### src/rtl/uart_cpu_bridge_if.sv
// rtl/uart_cpu_bridge_if.sv - UART and CPU signal bundle for uart_cpu_bridge
interface uart_cpu_bridge_if #(
    parameter int DATA_W = 16
);
    logic [7:0]        i_rx_data;
    logic              i_rx_done;
    logic              i_tx_done;
    logic [7:0]        o_tx_data;
    logic              o_tx_start;
    logic              o_cpu_en;
    logic              i_cpu_halt;
    logic [DATA_W-1:0] i_cpu_result;
    logic              o_busy;

    modport master (
        output i_rx_data, i_rx_done, i_tx_done, i_cpu_halt, i_cpu_result,
        input  o_tx_data, o_tx_start, o_cpu_en, o_busy
    );

    modport slave (
        input  i_rx_data, i_rx_done, i_tx_done, i_cpu_halt, i_cpu_result,
        output o_tx_data, o_tx_start, o_cpu_en, o_busy
    );
endinterface

### src/rtl/uart_cpu_bridge.sv
// rtl/uart_cpu_bridge.sv - UART command decoder, CPU run/step gate and framed result sender
module uart_cpu_bridge #(
    parameter int          DATA_W     = 16,
    parameter int          MAX_CYCLES = 1024,
    parameter logic [7:0]  CMD_RUN    = 8'h01,
    parameter logic [7:0]  CMD_STEP   = 8'h02,
    parameter logic [7:0]  CMD_READ   = 8'h03,
    parameter logic [7:0]  ST_OK      = 8'hA5,
    parameter logic [7:0]  ST_TMO     = 8'h5A
) (
    input  logic                i_clk,
    input  logic                i_reset,
    uart_cpu_bridge_if.slave    bus
);
    localparam int NBYTES = DATA_W / 8;
    localparam int CNT_W  = $clog2(MAX_CYCLES);
    localparam int IDX_W  = $clog2(NBYTES + 1);

    typedef enum logic [2:0] {
        S_IDLE, S_RUN, S_STEP, S_LOAD, S_TX_START, S_TX_WAIT
    } state_t;

    state_t            state, state_nxt;
    logic [CNT_W-1:0]  run_cnt;
    logic [IDX_W-1:0]  byte_idx;
    logic [DATA_W-1:0] shift_q;
    logic [7:0]        status_q;
    logic [7:0]        tx_data_q;

    logic run_timeout;
    logic last_byte;
    assign run_timeout = (run_cnt == CNT_W'(MAX_CYCLES - 1));
    assign last_byte   = (byte_idx == IDX_W'(NBYTES));

    always_ff @(posedge i_clk) begin
        if (i_reset) state <= S_IDLE;
        else         state <= state_nxt;
    end

    always_comb begin
        state_nxt = state;
        case (state)
            S_IDLE: begin
                if (bus.i_rx_done) begin
                    if (bus.i_rx_data == CMD_RUN)       state_nxt = S_RUN;
                    else if (bus.i_rx_data == CMD_STEP) state_nxt = S_STEP;
                    else if (bus.i_rx_data == CMD_READ) state_nxt = S_LOAD;
                end
            end
            S_RUN:      if (bus.i_cpu_halt || run_timeout) state_nxt = S_LOAD;
            S_STEP:     state_nxt = S_LOAD;
            S_LOAD:     state_nxt = S_TX_START;
            S_TX_START: state_nxt = S_TX_WAIT;
            S_TX_WAIT:  if (bus.i_tx_done) state_nxt = last_byte ? S_IDLE : S_TX_START;
            default:    state_nxt = S_IDLE;
        endcase
    end

    // Enables are pure state decodes so no input can reach them combinationally.
    always_comb begin
        bus.o_cpu_en   = (state == S_RUN) || (state == S_STEP);
        bus.o_tx_start = (state == S_TX_START);
        bus.o_busy     = (state != S_IDLE);
        bus.o_tx_data  = tx_data_q;
    end

    always_ff @(posedge i_clk) begin
        if (i_reset) begin
            run_cnt   <= '0;
            byte_idx  <= '0;
            shift_q   <= '0;
            status_q  <= 8'h00;
            tx_data_q <= 8'h00;
        end else begin
            case (state)
                S_IDLE: begin
                    if (bus.i_rx_done) begin
                        if (bus.i_rx_data == CMD_RUN) run_cnt <= '0;
                        status_q <= ST_OK;
                    end
                end
                S_RUN: begin
                    // Halt wins over timeout when both land in the same cycle.
                    if (bus.i_cpu_halt)    status_q <= ST_OK;
                    else if (run_timeout)  status_q <= ST_TMO;
                    else                   run_cnt  <= run_cnt + CNT_W'(1);
                end
                S_STEP: status_q <= ST_OK;
                S_LOAD: begin
                    shift_q   <= bus.i_cpu_result;
                    tx_data_q <= status_q;
                    byte_idx  <= '0;
                end
                S_TX_WAIT: begin
                    if (bus.i_tx_done && !last_byte) begin
                        tx_data_q <= shift_q[DATA_W-1 -: 8];
                        shift_q   <= shift_q << 8;
                        byte_idx  <= byte_idx + IDX_W'(1);
                    end
                end
                default: ;
            endcase
        end
    end
endmodule
### src/flat_wrapper.sv
// flat-port wrapper written by rule: the top's interface ports become plain ports
module uart_cpu_bridge_flat 
#(
    parameter int          DATA_W     = 16,
    parameter int          MAX_CYCLES = 1024,
    parameter logic [7:0]  CMD_RUN    = 8'h01,
    parameter logic [7:0]  CMD_STEP   = 8'h02,
    parameter logic [7:0]  CMD_READ   = 8'h03,
    parameter logic [7:0]  ST_OK      = 8'hA5,
    parameter logic [7:0]  ST_TMO     = 8'h5A
)
  (i_clk, i_reset, bus_i_rx_data, bus_i_rx_done, bus_i_tx_done, bus_i_cpu_halt, bus_i_cpu_result, bus_o_tx_data, bus_o_tx_start, bus_o_cpu_en, bus_o_busy);
  uart_cpu_bridge_if #(.DATA_W(DATA_W)) bus_i ();
  input  logic i_clk;
  input  logic i_reset;
  input wire logic [$bits(bus_i.i_rx_data)-1:0] bus_i_rx_data;
  input wire logic [$bits(bus_i.i_rx_done)-1:0] bus_i_rx_done;
  input wire logic [$bits(bus_i.i_tx_done)-1:0] bus_i_tx_done;
  input wire logic [$bits(bus_i.i_cpu_halt)-1:0] bus_i_cpu_halt;
  input wire logic [$bits(bus_i.i_cpu_result)-1:0] bus_i_cpu_result;
  output wire logic [$bits(bus_i.o_tx_data)-1:0] bus_o_tx_data;
  output wire logic [$bits(bus_i.o_tx_start)-1:0] bus_o_tx_start;
  output wire logic [$bits(bus_i.o_cpu_en)-1:0] bus_o_cpu_en;
  output wire logic [$bits(bus_i.o_busy)-1:0] bus_o_busy;
  assign bus_i.i_rx_data = bus_i_rx_data;
  assign bus_i.i_rx_done = bus_i_rx_done;
  assign bus_i.i_tx_done = bus_i_tx_done;
  assign bus_i.i_cpu_halt = bus_i_cpu_halt;
  assign bus_i.i_cpu_result = bus_i_cpu_result;
  assign bus_o_tx_data = bus_i.o_tx_data;
  assign bus_o_tx_start = bus_i.o_tx_start;
  assign bus_o_cpu_en = bus_i.o_cpu_en;
  assign bus_o_busy = bus_i.o_busy;
  uart_cpu_bridge #(.DATA_W(DATA_W), .MAX_CYCLES(MAX_CYCLES), .CMD_RUN(CMD_RUN), .CMD_STEP(CMD_STEP), .CMD_READ(CMD_READ), .ST_OK(ST_OK), .ST_TMO(ST_TMO)) u_core (.i_clk(i_clk), .i_reset(i_reset), .bus(bus_i));
endmodule
### config.mk
export PLATFORM = sky130hd
export DESIGN_NAME = uart_cpu_bridge_flat
export DESIGN_NICKNAME = d
export VERILOG_FILES = /design/src/rtl/uart_cpu_bridge_if.sv /design/src/rtl/uart_cpu_bridge.sv /design/src/flat_wrapper.sv
export SDC_FILE = /design/constraint.sdc
export NUM_CORES = 1
export LEC_CHECK = 0
export CELL_PAD_IN_SITES_DETAIL_PLACEMENT = 2
export CELL_PAD_IN_SITES_GLOBAL_PLACEMENT = 2
export CORE_ASPECT_RATIO = 0.6
export CORE_MARGIN = 4
export CORE_UTILIZATION = 33
export DETAILED_ROUTE_END_ITERATION = 6
export GPL_TIMING_DRIVEN = 0
export HOLD_SLACK_MARGIN = 0.12
export PLACE_DENSITY_LB_ADDON = 0.25
export SLEW_MARGIN = 10
export SYNTH_ARGS = -nofsm -noshare
export SYNTH_HDL_FRONTEND = slang
export SYNTH_SLANG_ARGS = --single-unit
export TNS_END_PERCENT = 10
### constraint.sdc
create_clock -name i_clk -period 3.93 [get_ports i_clk]
set_input_delay 0.5895 -clock i_clk [delete_from_list [all_inputs] [get_ports i_clk]]
set_output_delay 0.5895 -clock i_clk [all_outputs]
set_load 0.01 [all_outputs]
==> run_results.csv, run 1 <==
group,metric,value,unit
floorplanning,chipWidth,109,um
grt,grt_max_degree,12,
run_status,status,"completed",
timing,slew_headroom,0.448,
clock_network,cts.sinks,41,
worst_setup_path,cp_slowest_cell,"clkdlybuf4s50_1",
cells_and_area,antenna_cells,0,
synth,avgSynthCellArea,8.73,um^2
floorplanning,die_y,68.7,um
detailed_routing,final_antenna_net_count,0,
placement,hpwl,5090,um
clock_network,cts_resized,0,
synth,ys_seq_area_frac,0.405,
timing,setup_ws,1.44,ns
power_and_ir_drop,leakagePower,0.932,nW
detailed_routing,drc_errors,0,
floorplanning,fp-row-count,21,
timing,setup-violations-final,0,
timing,period_needed,2.49,ns
detailed_routing,post_drt_wl_per_cell,18.4,um
power_and_ir_drop,worst_ir_drop_vdd,0.135,mV
clock_network,cts_buffer_depth,2,
detailed_routing,routed_via_density,5.51,
floorplanning,dieArea,7490,um^2
clock_network,cts_buffers,5,
timing,finClkSkew,0.00877,ns
floorplanning,floorplan.initialDensity,0.352,
cells_and_area,syn_to_final_growth,27.9,%
clock_network,clk_latency,0.29,ns
placement,preCtsSetupSlack,1.23,ns
detailed_routing,vias,1968,
grt,grt_pass1_vias,2007,
grt,grt_pass1_wl,10800,um
detailed_routing,routed_wl,6570,um
worst_setup_path,worstPathArrival,1.90,ns
timing,rsz0062_at_grt,"no",
grt,grt_overflow,0,
clock_network,cts_setup_buffers,0,
timing,fmax,402,MHz
clock_network,cts_max_level,2,
cells_and_area,nFillCells,639,
worst_setup_path,r2r_setup_slack,1.62,ns
floorplanning,pin_count,40,
synth,synthFlopType,"dfxtp_1",
detailed_routing,dr.pass1.iters,4,
synth,synth-edff-count,0,
floorplanning,core-area,5750,um^2
worst_setup_path,crit_type,"flop to output port",
worst_setup_path,slowest_delay,0.55,ns
worst_setup_path,reg2reg_from,"u_core.run_cnt[0]",
synth,ys_ff_latch,41,
synth,synth_cell_types,46,
worst_setup_path,endpoint_kind,"output port",
worst_hold_path,min_from,"u_core.byte_idx[1]",
worst_setup_path,critPathTopFamily,"buffers and inverters",
run,cap_violations,0,
worst_hold_path,min_path_cells,2,
grt,global_route.usage.total,0.192,
clock_network,cts_root_buf,"clkbuf_8",
worst_setup_path,r2r-end,"u_core.status_q[5]",
timing,finalHoldViolations,0,
placement,numPortBuffers,39,
worst_setup_path,crit_buf_inv,2,
worst_setup_path,critPathLaunchType,"flop",
timing,final.setup.tns,0,ns
clock_network,tritoncts,"built",
timing,period_share,0.633,
grt,antenna_found_initial,0,
timing,drv_slew,0,
clock_network,postCtsHoldBufs,0,
cells_and_area,nets,309,
power_and_ir_drop,p_per_area,307,nW/um^2
cells_and_area,final_util,0.450,
worst_hold_path,whs_endpoint,"u_core.byte_idx[1]",
synth,synth_area,2020,um^2
worst_setup_path,path_cells,"clkbuf_1, xnor2_1, nor2_1, clkdlybuf4s50_1",
timing,worst_pin_slew,0.807,ns
synth,ys_warn_count,0,
worst_setup_path,critPathMaxFanout,10,
clock_network,cts.clk_slew.worst_paths,0.08,ns
worst_hold_path,min_path_type,"flop to flop",
cells_and_area,drive_above_1_share,0.0578,
worst_setup_path,crit_required,3.34,ns
detailed_routing,first_iter_violations,108,
worst_setup_path,reg2regPathDepth,5,
synth,synthCells,232,
synth,syn-num-nets,263,
synth,ys_async_sr_fraction,0,
placement,gp_congestion,0.830,
-- power by group --
group | internal, mW | switching, mW
Sequential | 0.420 | 0.00653
Combinational | 0.0502 | 0.0547
Clock | 0.117 | 0.145
-- logic make-up (layout without fill, tap and decap cells) --
family | count (synthesis) | in the layout | share of synthesized area
compound gates | 65 | 65 | 0.237
xor+xnor | 1 | 1 | 0.00433
fa+ha+maj | 2 | 2 | 0.0124
buf+inv | 20 | 65 | 0.0389
flops | 41 | 41 | 0.405
mux | 18 | 18 | 0.0896
simple gates | 85 | 85 | 0.213
-- layout by cell type (no fill, tap or decap), drive strengths merged, types with 3 or more instances in the layout --
cell type,count
or3,3
nand4,3
a21oi,9
o32ai,4
clkdlybuf4s50,39
nand3,7
a211oi,18
dfxtp,41
nor4,3
o21ai,5
nand2,12
buf,3
a31oi,5
mux2i,17
clkbuf,16
nor2,34
inv,6
nor3,6
a22oi,9
-- registers in the layout (all words and copies together), names as in the netlist --
| name | cells |
|---|---|
| u_core.status_q | 2 |
| u_core.run_cnt | 10 |
| u_core.byte_idx | 2 |
| u_core.shift_q | 16 |
| u_core.bus.o_tx_data | 8 |
| u_core.state | 3 |
-- tightest hold or removal path: cells and delay by family (launching register included) --
kind / cells / cell delay, ns
DFF: 1 / 0.33
and+or+nand+nor: 1 / 0.06
AOI/OAI and AO/OA: 1 / 0.05
-- cells in the mapped netlist (3+ instances only) --
library cell,count,area share
inv_1,6,0.011
nand2_1,12,0.022
a21oi_1,9,0.022
dfxtp_1,41,0.41
buf_2,3,0.0074
nand4_1,3,0.0093
mux2i_1,17,0.084
nand3_1,7,0.017
nor2_1,34,0.063
nor4_1,3,0.0093
nor3_1,6,0.015
a211oi_1,18,0.067
a31oi_1,5,0.015
or3_1,3,0.0093
clkbuf_1,11,0.020
a22oi_1,9,0.033
o21ai_0,5,0.012
o32ai_1,3,0.013
-- area by class of cell --
cell class	count	area, um^2	area share
Buffer	14	56.3	0.0217
Clock buffer	5	68.8	0.0266
Clock inverter	1	5.00	0.00193
Inverter	6	22.5	0.00870
Multi-Input combinational cell	171	1120	0.435
Sequential cell	41	821	0.317
Tap cell	80	100	0.0387
Timing Repair Buffer	39	390	0.151
-- worst max-delay path by stage --
stage	startpoint	end	slack [ns]	cells past startpoint
3_5_place_dp	bus_i_cpu_halt	u_core.run_cnt[0]	1.23	5
3_3_place_gp	bus_i_cpu_halt	u_core.run_cnt[0]	1.22	5
2_1_floorplan	bus_i_rx_data[5]	u_core.run_cnt[8]	2.03	4
4_1_cts	u_core.state[0]	bus_o_cpu_en	1.42	4
5_1_grt	u_core.state[0]	bus_o_cpu_en	1.28	4
6_report	u_core.state[0]	bus_o_cpu_en	1.44	4
-- stage by stage --
stage | instances | hold WS [ns] | power [mW] | area (um^2)
final | 357 | 0.490 | 0.794 | 2590
after global routing | 357 | 0.505 | 0.835 | 2590
after CTS | 357 | 0.482 | 0.803 | 2590
after detailed placement | 351 | 0.462 | 0.541 | 2510
after global placement | 351 | 0.460 | 0.537 | 2510
after floorplan | 232 | 0.436 | 0.482 | 2020
-- metal layers --
metal / share of wire / global-route usage
met5: 0 / 0
met4: 0.0072 / 0.0472
met3: 0.063 / 0.0400
met2: 0.41 / 0.279
met1: 0.52 / 0.286
Power figures use the tool's default switching activity.
==> run 2: changes to the inputs <==
--- a/config.mk
+++ b/config.mk
@@ -9,7 +9,7 @@
 export CELL_PAD_IN_SITES_GLOBAL_PLACEMENT = 2
 export CORE_ASPECT_RATIO = 0.6
 export CORE_MARGIN = 4
-export CORE_UTILIZATION = 33
+export CORE_UTILIZATION = 30
 export DETAILED_ROUTE_END_ITERATION = 6
 export GPL_TIMING_DRIVEN = 0
 export HOLD_SLACK_MARGIN = 0.12
==> constraint.sdc (replaced) <==
create_clock -name i_clk -period 2.4 [get_ports i_clk]
set_input_delay 0.36 -clock i_clk [delete_from_list [all_inputs] [get_ports i_clk]]
set_output_delay 0.36 -clock i_clk [all_outputs]
set_load 0.01 [all_outputs]
==> run_results.csv, run 2 (synthesis gave the netlist of run 1 again) <==
group,metric,value,unit
run_status,status,"completed",
detailed_routing,final_antenna_net_count,0,
worst_hold_path,min_path_type,"flop to flop",
power_and_ir_drop,power,1.66,mW
power_and_ir_drop,worst_ir_drop_vdd,0.266,mV
placement,hpwl,5140,um
timing,finalHoldViolations,0,
worst_setup_path,critPathLaunchType,"flop",
power_and_ir_drop,switching_share,0.223,
timing,finClkSkew,0.00485,ns
timing,rsz0062_at_grt,"no",
detailed_routing,routed_wl,6850,um
power_and_ir_drop,leakagePower,0.980,nW
cells_and_area,layout_common_cells,"dfxtp_1 (41), clkdlybuf4s50_1 (39), nor2_1 (34), a211oi_1 (18), mux2i_1 (17)",
worst_hold_path,min_from,"u_core.bus.o_tx_data[1]",
clock_network,clk_latency,0.28,ns
grt,grt_max_degree,13,
power_and_ir_drop,seq_power_share,0.421,
detailed_routing,post_drt_wl_per_cell,18.9,um
clock_network,cts_buffers,5,
worst_setup_path,r2r_setup_slack,0.24,ns
grt,global_route.usage.total,0.174,
clock_network,cts_setup_buffers,0,
timing,slew_headroom,0.536,
worst_setup_path,endpoint_kind,"output port",
placement,preCtsSetupSlack,-0.101,ns
grt,grt_pass1_wl,11200,um
timing,setup_ws,0.127,ns
cells_and_area,nFillCells,717,
cells_and_area,syn_to_final_growth,33.7,%
cells_and_area,drive_above_1_share,0.0681,
worst_setup_path,r2r-end,"u_core.status_q[6]",
clock_network,postCtsHoldBufs,0,
power_and_ir_drop,clkPwrFrac,0.474,
floorplanning,fp-row-count,22,
floorplanning,die_y,71.6,um
cells_and_area,antenna_cells,0,
clock_network,cts_buffer_depth,2,
detailed_routing,vias,1965,
worst_setup_path,worstPathArrival,1.91,ns
worst_setup_path,reg2reg_from,"u_core.run_cnt[0]",
clock_network,cts_max_level,2,
grt,grt_overflow,0,
clock_network,cts_root_buf,"clkbuf_16",
cells_and_area,fin_area,2710,um^2
worst_setup_path,crit_type,"flop to output port",
grt,grt_pass1_vias,2085,
detailed_routing,routed_via_density,5.41,
timing,drv_slew,0,
detailed_routing,dr.pass1.iters,4,
worst_hold_path,whs_endpoint,"u_core.bus.o_tx_data[1]",
power_and_ir_drop,pwr-share-comb,0.106,
detailed_routing,first_iter_violations,74,
clock_network,tritoncts,"built",
cells_and_area,regMostFlops,"u_core.shift_q",
detailed_routing,drc_errors,0,
power_and_ir_drop,power.internal,1.29,mW
clock_network,cts.sinks,41,
power_and_ir_drop,p_switching,0.372,mW
cells_and_area,largest_reg_flops,16,
timing,worst_pin_slew,0.695,ns
cells_and_area,layout_commonest_cell,"dfxtp_1",
clock_network,cts_resized,0,
floorplanning,pin_count,40,
power_and_ir_drop,p_per_area,615,nW/um^2
floorplanning,floorplan.initialDensity,0.320,
worst_setup_path,critPathMaxFanout,10,
floorplanning,dieArea,8170,um^2
timing,fmax,440,MHz
timing,setup-violations-final,0,
placement,dpl_cell_area,2520,um^2
worst_hold_path,min_path_cells,2,
run,cap_violations,0,
clock_network,cts.clk_slew.worst_paths,0.06,ns
floorplanning,core-area,6330,um^2
worst_setup_path,crit_required,2.04,ns
floorplanning,chipWidth,114,um
timing,period_needed,2.27,ns
cells_and_area,nets,309,
placement,numPortBuffers,39,
grt,antenna_found_initial,0,
placement,gp_congestion,0.808,
timing,period_share,0.947,
worst_setup_path,reg2regPathDepth,5,
==> run 2: cell count changes in the layout (fill, tap and decap cells not counted) <==
cell | before | now
a2111oi_1 | 0 | 1
clkinv_2 | 1 | 0
clkbuf_16 | 0 | 5
a2111oi_0 | 1 | 0
clkbuf_2 | 0 | 1
bufinv_16 | 0 | 1
nor3b_2 | 2 | 1
nor4_1 | 3 | 2
nor3b_4 | 0 | 1
nor4_2 | 0 | 1
clkbuf_8 | 5 | 1
==> run 2: how the worst max path moves through the flow <==
stage                                  from                  to  slack [ns]  depth (start not counted)
final                       u_core.state[1]        bus_o_cpu_en        0.13                          4
after global routing        u_core.state[1]        bus_o_cpu_en        0.02                          4
after CTS                 u_core.run_cnt[0]  u_core.status_q[6]        0.08                          5
after detailed placement     bus_i_cpu_halt   u_core.run_cnt[0]       -0.10                          5
after global placement       bus_i_cpu_halt   u_core.run_cnt[0]       -0.09                          5
after floorplan           u_core.run_cnt[0]  u_core.status_q[5]        0.72                          5
==> run 2: final cells by class <==
cell class / instances / area, um^2 / area share
multi-input combinational: 171 / 1140 / 0.421
timing repair buffer: 39 / 390 / 0.144
tap: 84 / 105 / 0.0388
sequential: 41 / 821 / 0.303
clock inverter: 1 / 30.0 / 0.0111
buffer: 14 / 57.6 / 0.0213
inverter: 6 / 22.5 / 0.00832
clock buffer: 7 / 143 / 0.0527
==> run 2: through the flow <==
| step | utilization | hold WS (ns) | TNS (ns) | instances |
|---|---|---|---|---|
| after global placement | 0.398 | 0.457 | -0.374 | 355 |
| after detailed placement | 0.398 | 0.492 | -0.427 | 355 |
| final | 0.428 | 0.505 | 0 | 363 |
| after CTS | 0.425 | 0.510 | 0 | 363 |
| after global routing | 0.428 | 0.539 | 0 | 363 |
| after floorplan | - | 0.436 | 0 | 232 |
==> run 2: power by group through the flow <==
stage                     Combinational [mW]  Clock (mW)  Sequential, mW
after detailed placement               0.169           0           0.715
after floorplan                       0.0791           0           0.711
after CTS                              0.172       0.803           0.700
final                                  0.176       0.788           0.700
after global placement                 0.166           0           0.714
after global routing                   0.191       0.835           0.702
==> run 2: critical path: stages (launching register included) <==
cell and delay, ns:
dfxtp_1 0.39, clkbuf_1 0.44, xnor2_1 0.13, nor2_1 0.12
clkdlybuf4s50_1 0.55
==> run 2: layer usage <==
metal	vias up	wire length (um)	track usage
li1	954	-	-
met1	965	3740	0.267
met2	39	2740	0.247
met3	7	287	0.0338
met4	0	73	0.0435
met5	-	0	0
